==> src/rtl/mgmt_bus_hub.sv <==
// Management-bus hub: one sequenced transaction from mp_core to a slave.
// Optional reply timeout: define MGMT_HUB_TIMEOUT_EN.
module mgmt_bus_hub #(
  parameter int          NSLV       = 5,
  parameter int          SEL_MSB    = 15,
  parameter int          SEL_LSB    = 12,
  parameter int          TMO_CYCLES = 255,
  parameter logic [31:0] ERR_DATA   = 32'hDEAD_BEEF
) (
  input  logic              clk,
  input  logic              rstn,
  input  logic              m_req,
  input  logic [31:0]       m_adr,
  input  logic              m_rwn,
  input  logic [1:0]        m_wen,
  input  logic [31:0]       m_txd,
  output logic              m_ack,
  output logic              m_rxe,
  output logic [31:0]       m_rxd,
  output logic              m_err,
  output logic              busy,
  output logic [NSLV-1:0]   s_req,
  output logic [31:0]       s_adr,
  output logic              s_rwn,
  output logic [1:0]        s_wen,
  output logic [31:0]       s_txd,
  input  logic [NSLV-1:0]   s_ack,
  input  logic [NSLV-1:0]   s_rxe,
  input  logic [32*NSLV-1:0] s_rxd
);

  localparam int SW = SEL_MSB - SEL_LSB + 1;

  if (NSLV < 1 || NSLV > 16 || SW < 1 || TMO_CYCLES < 1) begin : g_bad_cfg
    $error("mgmt_bus_hub: illegal parameter set");
  end

  typedef enum logic [1:0] {
    IDLE,
    ACK_WT,
    RXD_WT,
    ERR
  } state_t;

  state_t          state;
  logic [NSLV-1:0] sel_oh;
  logic [NSLV-1:0] sel_dec;
  logic [NSLV-1:0] live_ack;
  logic [NSLV-1:0] live_rxe;
  logic [SW-1:0]   sel_in;
  logic [31:0]     rxd_sel;
  logic            ack_hit;
  logic            rxe_hit;
  logic            stray;
  logic            drop;

`ifdef MGMT_HUB_TIMEOUT_EN
  localparam int TCW = $clog2(TMO_CYCLES + 1);
  localparam int TW  = (TCW > 8) ? TCW : 8;
  localparam logic [TW-1:0] TMO_LAST = TW'(TMO_CYCLES - 1);
  logic [TW-1:0] timer;
`endif

  assign sel_in = m_adr[SEL_MSB:SEL_LSB];

  // One-hot slave decode; all-zero means unmapped.
  always_comb begin
    sel_dec = '0;
    for (int i = 0; i < NSLV; i++) begin
      sel_dec[i] = (int'(sel_in) == i);
    end
  end

  // Read-data mux driven by the latched slave select.
  always_comb begin
    rxd_sel = '0;
    for (int i = 0; i < NSLV; i++) begin
      if (sel_oh[i]) begin
        rxd_sel = rxd_sel | s_rxd[32*i +: 32];
      end
    end
  end

  // Anything not consumed as a real completion is flagged as stray.
  assign ack_hit  = (state == ACK_WT) && |(s_ack & sel_oh);
  assign rxe_hit  = |(s_rxe & sel_oh) &&
                    ((state == RXD_WT) || (ack_hit && s_rwn));
  assign live_ack = ack_hit ? sel_oh : '0;
  assign live_rxe = rxe_hit ? sel_oh : '0;
  assign stray    = |(s_ack & ~live_ack) || |(s_rxe & ~live_rxe);
  assign drop     = m_req && (state != IDLE);

  // Transaction sequencer with registered outputs.
  always_ff @(posedge clk or negedge rstn) begin
    if (!rstn) begin
      state  <= IDLE;
      sel_oh <= '0;
      s_req  <= '0;
      s_adr  <= '0;
      s_rwn  <= 1'b0;
      s_wen  <= '0;
      s_txd  <= '0;
      m_ack  <= 1'b0;
      m_rxe  <= 1'b0;
      m_rxd  <= '0;
      m_err  <= 1'b0;
      busy   <= 1'b0;
`ifdef MGMT_HUB_TIMEOUT_EN
      timer  <= '0;
`endif
    end else begin
      s_req <= '0;
      m_ack <= 1'b0;
      m_rxe <= 1'b0;
      m_err <= stray || drop;
      unique case (state)
        IDLE: begin
          if (m_req) begin
            s_adr  <= m_adr;
            s_rwn  <= m_rwn;
            s_wen  <= m_wen;
            s_txd  <= m_txd;
            sel_oh <= sel_dec;
            busy   <= 1'b1;
            if (|sel_dec) begin
              s_req <= sel_dec;
              state <= ACK_WT;
`ifdef MGMT_HUB_TIMEOUT_EN
              timer <= '0;
`endif
            end else begin
              state <= ERR;
            end
          end
        end
        ACK_WT: begin
          if (ack_hit) begin
            m_ack <= 1'b1;
            if (!s_rwn) begin
              state <= IDLE;
              busy  <= 1'b0;
            end else if (rxe_hit) begin
              m_rxe <= 1'b1;
              m_rxd <= rxd_sel;
              state <= IDLE;
              busy  <= 1'b0;
            end else begin
              state <= RXD_WT;
`ifdef MGMT_HUB_TIMEOUT_EN
              timer <= '0;
`endif
            end
          end else begin
`ifdef MGMT_HUB_TIMEOUT_EN
            if (timer == TMO_LAST) begin
              state <= ERR;
            end else begin
              timer <= timer + 1'b1;
            end
`else
            state <= ACK_WT;
`endif
          end
        end
        RXD_WT: begin
          if (rxe_hit) begin
            m_rxe <= 1'b1;
            m_rxd <= rxd_sel;
            state <= IDLE;
            busy  <= 1'b0;
          end else begin
`ifdef MGMT_HUB_TIMEOUT_EN
            if (timer == TMO_LAST) begin
              state <= ERR;
            end else begin
              timer <= timer + 1'b1;
            end
`else
            state <= RXD_WT;
`endif
          end
        end
        ERR: begin
          m_ack <= 1'b1;
          m_err <= 1'b1;
          if (s_rwn) begin
            m_rxe <= 1'b1;
            m_rxd <= ERR_DATA;
          end
          state <= IDLE;
          busy  <= 1'b0;
        end
        default: begin
          state <= IDLE;
          busy  <= 1'b0;
        end
      endcase
    end
  end

endmodule
==> config.mk <==
export PLATFORM = sky130hd
export DESIGN_NAME = mgmt_bus_hub
export DESIGN_NICKNAME = d
export VERILOG_FILES = /design/src/rtl/mgmt_bus_hub.sv
export SDC_FILE = /design/constraint.sdc
export NUM_CORES = 1
export LEC_CHECK = 0
export BUFFER_PORTS_ARGS = -buffer_cell sky130_fd_sc_hd__buf_2
export CAP_MARGIN = 20
export CORE_MARGIN = 4
export CORE_UTILIZATION = 30
export CTS_BUF_LIST = sky130_fd_sc_hd__clkbuf_8 sky130_fd_sc_hd__clkbuf_16
export DETAILED_ROUTE_END_ITERATION = 7
export PLACE_DENSITY_LB_ADDON = 0.25
export SYNTH_ARGS = -nofsm -noshare
export SYNTH_HDL_FRONTEND = slang
export SYNTH_SLANG_ARGS = --single-unit
==> constraint.sdc <==
create_clock -name clk -period 3.1 [get_ports clk]
set_input_delay 0 -clock clk [delete_from_list [all_inputs] [get_ports clk]]
set_output_delay 0 -clock clk [all_outputs]
set_load 0.03 [all_outputs]
==> results.txt <==
Initial antenna violation count: 3
Layout area overhead: 74.2%
Root Driver: clkbuf_16
Hold/Removal Path Class: primary input to async pin
Global-route wire length before repair: 34.1 mm
# H-tree levels: 4
DRC: 0
Post-DR vias/cell: 4.79
Worst stage delay on the critical path: 620 ps
Synth top area share: 0.528
Chip width: 143 µm
Fill count: 1,632
Setup TNS: 0 ps
Highest clock rate: 372 MHz
Core ar.: 0.0179 mm²
Post-layout min period: 2690 ps
I/O Buffers: 347
Hpwl dp: 15.1 mm
VDD IR max: 0.000494 V
Worst path most repeated cell: dlygate4sd3_1
Multi-input gate area: 0.00230 mm²
Remaining Overflow, GRT: 0
RSZ-0062 raised after global routing: no
FF-to-FF path depth: 6
Critical Path, Cell by Cell: buf_4, a22oi_1, dlygate4sd3_1, nand4_1, dlygate4sd3_1, mux2_4
Proportion of layout cells with a drive suffix above 1: 0.383
Via Count: 6,306
Final #Nets: 1,313
Pleak: 5.09 nW
RR Endpoint: m_rxd[13]
Ys async rst share: 1.00
Synth Cell Area: 0.00545 mm²
Number of synthesized flops with an enable pin: 0
Slew HR: 0.394
Startpoint types: flop
Clock sink total: 115
Clock Path Buffers: 2
CP max-delay cell: dlygate4sd3_1
Clock-pin slew on the worst setup and hold paths: 60 ps
Synth top cells by count: 245 x nand2_1, 115 x dfrtp_1, 59 x a22oi_1
Top post-synthesis cells by area: dfrtp_1 53%, nand2_1 17%, a22oi_1 8.1%, mux2_4 5.2%, nand4_1 2.9%
Final setup violation count: 0
Flops & latches, synth: 115
Mapped Nets: 825
Required time worst endpoint: 3400 ps
Cell with the most instances after synthesis: nand2_1
Pin count of the biggest net entering global routing: 68
Reg2reg setup slack: 410 ps
Routability Congestion: 0.793
First-iteration detailed-routing DRC count: 283
Die height: 143 µm
Crit-path max FO: 32
WL/cell: 16.9 µm
Post-synth cell types: 36
Std cell rows: 49
Clk Latency, worst-skew pair: 420 ps
Seq/Total Area, Yosys: 0.528
TritonCTS buffer count: 17
Max-slew violations: 0
Max Cap Viol: 0
Arr. time, crit path: 2980 ps
PD cells: 918 mW/mm²
WS Path Type: flop to flop
Crit. Startpoint: sel_oh[1]
Crit end category: flop
Synth Area per Inst: 9.32 µm²
Status: finished clean
Register area: 0.00288 mm²
Total track usage: 0.215
Worst Tran Pin Value: 907 ps
CTS tree: built
IO Pins: 348
Final Hold Fails: 0
Worst R2R Start: sel_oh[1]
Post-synth top flop: dfrtp_1
ANT nets after route: 0
Gate Count Post-Synth: 585
Drt pass-1 iters: 6
Total Wirelength: 22.2 mm
Cell taking the most area after synthesis: dfrtp_1
Vias in the first global route: 6,560
Final worst path period share: 0.866
Initial Util: 0.305
Synth Warn #: 0
Die ar.: 0.0204 mm²
Worst Setup EP: m_rxd[13]
Clock skew: 6.88 ps
Cells resized by post-CTS repair: 0
Total power draw: 8.72 mW
-- layout make-up --
| class | count | area share |
|---|---|---|
| diodes | 1 | 0.000263 |
| flip-flops and latches | 115 | 0.303 |
| clock buffers | 17 | 0.0448 |
| repair buffers | 514 | 0.360 |
| clock inverters | 15 | 0.0154 |
| multi-input cells | 415 | 0.242 |
| well taps | 229 | 0.0302 |
| inverters | 10 | 0.00448 |
-- power by group --
part | internal, mW | total, mW | switching, mW
sequential | 2.13 | 2.51 | 0.373
combinational | 1.68 | 4.32 | 2.64
clock | 1.12 | 1.90 | 0.777
-- cell families after synthesis --
family | Yosys count | share of synthesized area
AND/OR/NAND/NOR | 292 | 0.221
flip-flops | 115 | 0.528
buffers and inverters | 55 | 0.0509
multiplexers | 24 | 0.0626
AO/OA/AOI/OAI | 99 | 0.137
-- through the flow --
| stage | instance area, µm² | util | std cells | hold WS, ps | setup WS, ps |
|---|---|---|---|---|---|
| 2_1_floorplan | 5450 | - | 585 | -296 | 1020 |
| 3_3_place_gp | 7330 | 0.410 | 1124 | 75.3 | 751 |
| 3_5_place_dp | 7330 | 0.410 | 1124 | 78.7 | 709 |
| 4_1_cts | 9500 | 0.530 | 1315 | 156 | 477 |
| 5_1_grt | 9500 | 0.531 | 1316 | 205 | 269 |
| 6_report | 9500 | 0.531 | 1316 | 160 | 415 |
-- critical path: cells and delay by family (launching register included) --
kind            cells  cell delay [ps]
buf+inv             3             1510
flops               1              450
simple gates        1              100
mux                 1              260
compound gates      1              230
-- flip-flops by register name, indices dropped and copies added (netlist names) --
name,count
m_err,1
m_ack,1
s_adr,32
s_txd,32
s_rwn,1
m_rxd,32
m_rxe,1
s_wen,2
sel_oh,5
busy,1
s_req,5
state,2
-- cells in the final DEF (no fill, tap or decap), types with 2 or more instances in the layout --
cell type | synthesis | layout
o22ai_1 | 2 | 2
nand4_1 | 25 | 25
a222oi_1 | 10 | 10
mux2_4 | 19 | 19
nand2_2 | 1 | 2
o21ai_0 | 3 | 3
nor4_1 | 2 | 2
dlygate4sd3_1 | 0 | 159
clkinvlp_4 | 0 | 3
a21o_1 | 3 | 3
nand3b_1 | 2 | 2
inv_6 | 1 | 7
nand3_1 | 3 | 3
nand2_1 | 245 | 244
clkbuf_16 | 0 | 17
clkinv_4 | 0 | 3
a22o_1 | 8 | 8
mux2_2 | 5 | 5
buf_12 | 3 | 2
a22oi_1 | 59 | 59
buf_2 | 2 | 346
a21oi_1 | 5 | 5
buf_4 | 0 | 7
dfrtp_1 | 115 | 115
a31oi_1 | 6 | 6
nor2_1 | 5 | 5
inv_1 | 9 | 10
-- timing repair --
action	CTS	global route
hold endpoints to repair	159	0
buffers inserted	0	0
endpoints found under the setup margin	0	0
hold buffers	159	0
-- worst min path at each step --
stage	start	endpoint	slack [ps]	cells past startpoint
4_1_cts	s_ack[1]	m_ack	160	4
2_1_floorplan	rstn	busy	-300	0
5_1_grt	rstn	m_rxd[30]	210	2
3_3_place_gp	rstn	m_rxd[30]	80	1
6_report	rstn	m_rxe	160	2
3_5_place_dp	rstn	m_rxd[31]	80	1
-- metal layers --
metal,GRT usage,vias up,share of wire
met3,0.0754,33,0.090
met5,0,-,0.0012
met1,0.236,2994,0.38
met4,0.0755,4,0.024
li1,-,2998,-
met2,0.384,277,0.50
Note: power is estimated with default switching activity, not from simulation.
